<file path="src/rtl/pipeline_pkg.sv">
// Shared types and default widths for the MEM/WB pipeline register and its skid buffer.
package pipeline_pkg;

    localparam int unsigned DATA_W_DEF = 32;
    localparam int unsigned RD_W_DEF   = 5;
    localparam int unsigned OPC_W_DEF  = 7;

    typedef struct packed {
        logic [DATA_W_DEF-1:0] data;
        logic                  store_reg;
        logic [RD_W_DEF-1:0]   rd;
        logic [OPC_W_DEF-1:0]  opcode;
    } mem_wb_payload_t;

    typedef enum logic [1:0] {
        StEmpty = 2'd0,
        StOne   = 2'd1,
        StTwo   = 2'd2
    } skid_state_t;

    localparam int unsigned PAYLOAD_W_DEF = $bits(mem_wb_payload_t);

endpackage

</file>
<file path="src/rtl/pipeline_skid_buf.sv">
// Two-entry valid/ready skid buffer: main entry drives the output, skid entry absorbs overflow.
// in_ready depends only on registered state, so there is no out_ready -> in_ready path.
module pipeline_skid_buf
    import pipeline_pkg::*;
#(
    parameter int unsigned PAYLOAD_W = PAYLOAD_W_DEF
) (
    input  logic                 clk,
    input  logic                 rst,
    input  logic                 flush,
    input  logic                 in_valid,
    output logic                 in_ready,
    input  logic [PAYLOAD_W-1:0] in_payload,
    output logic                 out_valid,
    input  logic                 out_ready,
    output logic [PAYLOAD_W-1:0] out_payload
);

    skid_state_t          r_state;
    logic [PAYLOAD_W-1:0] r_main;
    logic [PAYLOAD_W-1:0] r_skid;
    logic                 w_in_fire;
    logic                 w_out_fire;

    assign in_ready    = (r_state != StTwo);
    assign out_valid   = (r_state != StEmpty);
    assign out_payload = r_main;
    assign w_in_fire   = in_valid & in_ready;
    assign w_out_fire  = out_valid & out_ready;

    always_ff @(posedge clk or posedge rst) begin
        if (rst) begin
            r_state <= StEmpty;
            r_main  <= '0;
            r_skid  <= '0;
        end else if (flush) begin
            // Held and incoming beats are dropped; main keeps its stale fields.
            r_state <= StEmpty;
        end else begin
            case (r_state)
                StEmpty: begin
                    if (w_in_fire) begin
                        r_main  <= in_payload;
                        r_state <= StOne;
                    end
                end
                StOne: begin
                    if (w_in_fire && w_out_fire) begin
                        r_main <= in_payload;
                    end else if (w_in_fire) begin
                        r_skid  <= in_payload;
                        r_state <= StTwo;
                    end else if (w_out_fire) begin
                        r_state <= StEmpty;
                    end
                end
                StTwo: begin
                    if (w_out_fire) begin
                        r_main  <= r_skid;
                        r_state <= StOne;
                    end
                end
                default: r_state <= StEmpty;
            endcase
        end
    end

endmodule

</file>
<file path="src/rtl/pipeline_mem_wb_reg.sv">
// MEM/WB pipeline register with valid/ready flow control, flush, x0 write suppression
// and a forwarding tap taken from the entry currently presented to writeback.
module pipeline_mem_wb_reg
    import pipeline_pkg::*;
#(
    parameter int unsigned DATA_W           = DATA_W_DEF,
    parameter int unsigned RD_W             = RD_W_DEF,
    parameter int unsigned OPC_W            = OPC_W_DEF,
    parameter bit          ZERO_RD_SUPPRESS = 1'b1
) (
    input  logic              clk,
    input  logic              rst,
    input  logic              flush,
    input  logic              in_valid,
    output logic              in_ready,
    input  logic [DATA_W-1:0] data_in,
    input  logic              store_reg_in,
    input  logic [RD_W-1:0]   rd_in,
    input  logic [OPC_W-1:0]  opcode_in,
    output logic              out_valid,
    input  logic              out_ready,
    output logic [DATA_W-1:0] data_out,
    output logic              store_reg_out,
    output logic [RD_W-1:0]   rd_out,
    output logic [OPC_W-1:0]  opcode_out,
    output logic              fwd_valid,
    output logic [RD_W-1:0]   fwd_rd,
    output logic [DATA_W-1:0] fwd_data
);

    localparam int unsigned PAYLOAD_W = DATA_W + 1 + RD_W + OPC_W;

    logic [PAYLOAD_W-1:0] w_payload_in;
    logic [PAYLOAD_W-1:0] w_payload_out;
    logic                 w_main_store;
    logic                 w_rd_ok;

    // Field order matches mem_wb_payload_t so default-width payloads line up with the struct.
    assign w_payload_in = {data_in, store_reg_in, rd_in, opcode_in};

    pipeline_skid_buf #(
        .PAYLOAD_W (PAYLOAD_W)
    ) u_skid_buf (
        .clk         (clk),
        .rst         (rst),
        .flush       (flush),
        .in_valid    (in_valid),
        .in_ready    (in_ready),
        .in_payload  (w_payload_in),
        .out_valid   (out_valid),
        .out_ready   (out_ready),
        .out_payload (w_payload_out)
    );

    assign {data_out, w_main_store, rd_out, opcode_out} = w_payload_out;

    assign w_rd_ok       = !ZERO_RD_SUPPRESS || (rd_out != '0);
    assign store_reg_out = w_main_store & out_valid & w_rd_ok;

    assign fwd_valid = store_reg_out;
    assign fwd_rd    = rd_out;
    assign fwd_data  = data_out;

endmodule

</file>
<file path="config.mk">
export PLATFORM = sky130hd
export DESIGN_NAME = pipeline_mem_wb_reg
export DESIGN_NICKNAME = d
export VERILOG_FILES = /design/src/rtl/pipeline_pkg.sv /design/src/rtl/pipeline_skid_buf.sv /design/src/rtl/pipeline_mem_wb_reg.sv
export SDC_FILE = /design/constraint.sdc
export NUM_CORES = 1
export LEC_CHECK = 0
export ABC_AREA = 1
export ABC_CLOCK_PERIOD_IN_PS = 4520
export BUFFER_PORTS_ARGS = -buffer_cell sky130_fd_sc_hd__buf_2
export CAP_MARGIN = 20
export CORE_UTILIZATION = 50
export CTS_CLUSTER_DIAMETER = 50
export DETAILED_ROUTE_END_ITERATION = 8
export PLACE_DENSITY = 0.89
export SYNTH_ARGS = -nofsm -noshare
export SYNTH_HDL_FRONTEND = slang
export SYNTH_SLANG_ARGS = --single-unit
</file>
<file path="constraint.sdc">
create_clock -name clk -period 4.52 [get_ports clk]
set_input_delay 1.13 -clock clk [delete_from_list [all_inputs] [get_ports clk]]
set_output_delay 1.13 -clock clk [all_outputs]
set_load 0.01 [all_outputs]
</file>
==> impl_metrics.csv <==
group,metric,value,unit
power_and_ir_drop,vdd_drop_max,0.239,mV
layout,layout_commonest_cell,"nand2_1",
worst_setup_path,arrival,2.90,ns
drt,detailroute.via_count,3768,
clock_tree,cts_hold_buf,0,
global_route,grt-ovfl-total,0,
clock_tree,numCtsBuffers,9,
clock_tree,cts.sinks,92,
power_and_ir_drop,swShare,0.345,
flow_run,maxCapViolations,0,
worst_setup_path,rr_startpoint,"u_skid_buf.r_state[1]",
hold_path,hold_class,"flip-flop to flip-flop",
place,placed_area,4870,um^2
floorplanning,start_util,0.515,
power_and_ir_drop,p_per_area,507,nW/um^2
worst_setup_path,crit_start,"flush",
drt,routed_wirelength,9460,um
timing,max_freq,375,MHz
timing,period_minus_slack,2.67,ns
timing,tns,0,ns
worst_setup_path,rr_worst_depth,7,
synthesis,ys_seq_elements,92,
timing,relSlewSlack,0.414,
layout,num-nets-final,686,
drt,antenna_left,0,
floorplanning,coreArea,9240,um^2
drt,drcViolationCount,0,
worst_setup_path,crit_type,"input pin to flip-flop",
layout,final_cell_mix,"nand2_1, buf_2, dfrtp_1",
place,dp_hpwl,6310,um
drt,first_pass_iters,4,
floorplanning,die_h,99.5,um
worst_setup_path,r2r-end,"u_skid_buf.r_skid[7]",
clock_tree,root_buffer,"clkbuf_8",
clock_tree,tritoncts,"done",
power_and_ir_drop,p_switching,884,uW
layout,area_growth,6.31,%
run_status,status,"finished clean",
power_and_ir_drop,p_int,1680,uW
worst_setup_path,startpoint_type,"input pin",
worst_setup_path,worstSetupEndpoint,"u_skid_buf.out_payload[30]",
timing,rsz0062_at_grt,"no",
clock_tree,cts_resized,0,
global_route,grt_max_degree,94,
synthesis,ys_types,18,
worst_setup_path,cp_common_cell,"nand2_1",
timing,slew_violations,0,
global_route,grt_pass1_vias,3611,
global_route,antenna_found_initial,0,
layout,fin_area,5060,um^2
worst_setup_path,required,4.75,ns
timing,hold_violations,0,
worst_setup_path,crit_fanout,46,
worst_setup_path,cpPeakStageDelay,0.61,ns
power_and_ir_drop,pwr-share-seq,0.495,
layout,fill_cells,863,
global_route,grt_pass1_wl,16200,um
worst_setup_path,path_cells,"buf_2 > inv_1 > nand2_1 > nor2_4 > buf_4 > nand2_2 > nand2_1 > nand2_1",
synthesis,synth-warning-count,0,
synthesis,synth_area_per_cell,7.94,um^2
drt,avgRoutedWirePerCell,12.3,um
clock_tree,cts.htree.levels,3,
global_route,gr-usage-all-layers,0.205,
worst_setup_path,r2r_setup_slack,2.26,ns
power_and_ir_drop,combPwrFrac,0.298,
worst_setup_path,crit_path_end_kind,"flip-flop",
timing,setup_viol,0,
synthesis,syn_nets,649,
synthesis,synthesis.instances,599,
drt,drt_iter0_markers,168,
place,dp_cells,754,
place,port_buffers,134,
layout,antenna_cells,0,
clock_tree,post_cts_buffers,0,
synthesis,syn_area,4760,um^2
power_and_ir_drop,leakage,0.00293,uW
floorplanning,num_io_pins,135,
clock_tree,clockBufferDepth,2,
layout,drive_gt1_frac,0.252,
power_and_ir_drop,power_frac_clock,0.207,
place,gp_congestion,0.803,
timing,post-route-period-util,0.590,
clock_tree,path_clk_slew,0.08,ns
clock_tree,clock_latency,0.34,ns
synthesis,yosysSeqAreaShare,0.484,
floorplanning,die_width,99.5,um
drt,vias_per_cell,4.90,
layout,instances_no_fill,769,
floorplanning,rows,35,
worst_setup_path,crit_slowest_cell,"nand2_2",
timing,tightestPinTransition,0.879,ns
floorplanning,die_area,9910,um^2
timing,skew,0.0103,ns
## stage by stage
stage | worst slack (ns) | utilization | hold WS (ns) | total power [uW]
2_1_floorplan | 0.998 | - | 0.443 | 2010
3_3_place_gp | 1.53 | 0.527 | 0.456 | 2010
5_1_grt | 1.65 | 0.547 | 0.499 | 2750
6_report | 1.85 | 0.547 | 0.477 | 2560
3_5_place_dp | 1.46 | 0.527 | 0.459 | 2050
4_1_cts | 1.83 | 0.547 | 0.479 | 2590
## cells in the mapped netlist
cell	n	area, um^2
inv_2	3	11.3
nand3_1	46	230
o211ai_1	1	7.51
inv_1	50	188
o21ai_1	45	225
nor2_1	48	180
nor2_4	1	11.3
dfrtp_1	92	2300
nor3_1	1	5.00
a21oi_1	47	235
nand4_2	1	12.5
buf_4	82	616
clkbuf_1	3	11.3
nand2_2	2	12.5
buf_2	28	140
o31ai_1	1	7.51
a21oi_2	1	8.76
nand2_1	147	552
## kinds of logic (layout without fill, tap and decap cells)
| kind of cell | after synthesis | in the layout | share of synthesized area |
|---|---|---|---|
| flip-flops | 92 | 92 | 0.484 |
| AND/OR/NAND/NOR | 246 | 246 | 0.211 |
| buffers and inverters | 166 | 207 | 0.203 |
| AO/OA/AOI/OAI | 95 | 95 | 0.102 |
## worst min path at each step
stage / start / end / slack, ns / cells after the start
6_report: u_skid_buf.out_payload[1] / u_skid_buf.out_payload[1] / 0.48 / 2
3_5_place_dp: u_skid_buf.out_payload[1] / u_skid_buf.out_payload[1] / 0.46 / 2
2_1_floorplan: u_skid_buf.out_payload[12] / u_skid_buf.out_payload[12] / 0.44 / 2
3_3_place_gp: u_skid_buf.out_payload[12] / u_skid_buf.out_payload[12] / 0.46 / 2
5_1_grt: u_skid_buf.out_payload[12] / u_skid_buf.out_payload[12] / 0.50 / 2
4_1_cts: u_skid_buf.out_payload[12] / u_skid_buf.out_payload[12] / 0.48 / 2
## layer usage
| metal | GRT usage | up-vias | wire length (um) |
|---|---|---|---|
| li1 | - | 1866 | - |
| met1 | 0.252 | 1756 | 4140 |
| met2 | 0.362 | 140 | 4690 |
| met3 | 0.0457 | 6 | 569 |
| met4 | 0.0588 | 0 | 60 |
| met5 | 0 | - | 0 |
## power by group through the flow
stage	registers [uW]	clock network [uW]	logic, uW
after floorplan	1240	0	772
after global placement	1260	0	744
after detailed placement	1280	0	773
after CTS	1270	545	774
after global routing	1300	585	866
final	1270	531	763
## state kept, by name, indices dropped and copies added (netlist names)
name,flops
u_skid_buf.out_payload,45
u_skid_buf.r_skid,45
u_skid_buf.r_state,2
## worst max-delay path, delay by kind of cell
kind	cells	cell delay [ns]
buffers and inverters	3	0.66
AND/OR/NAND/NOR	5	1.09
## final cells by class
cell class                      instances  area, um^2  area share
Sequential cell                        92        2300       0.455
Inverter                               53         201      0.0398
Tap cell                              129         161      0.0319
Clock inverter                          2        35.0     0.00693
Multi-Input combinational cell        341        1500       0.296
Timing Repair Buffer                  139         708       0.140
Clock buffer                           13         149      0.0294
No activity file was read; power rests on OpenSTA's default activity.
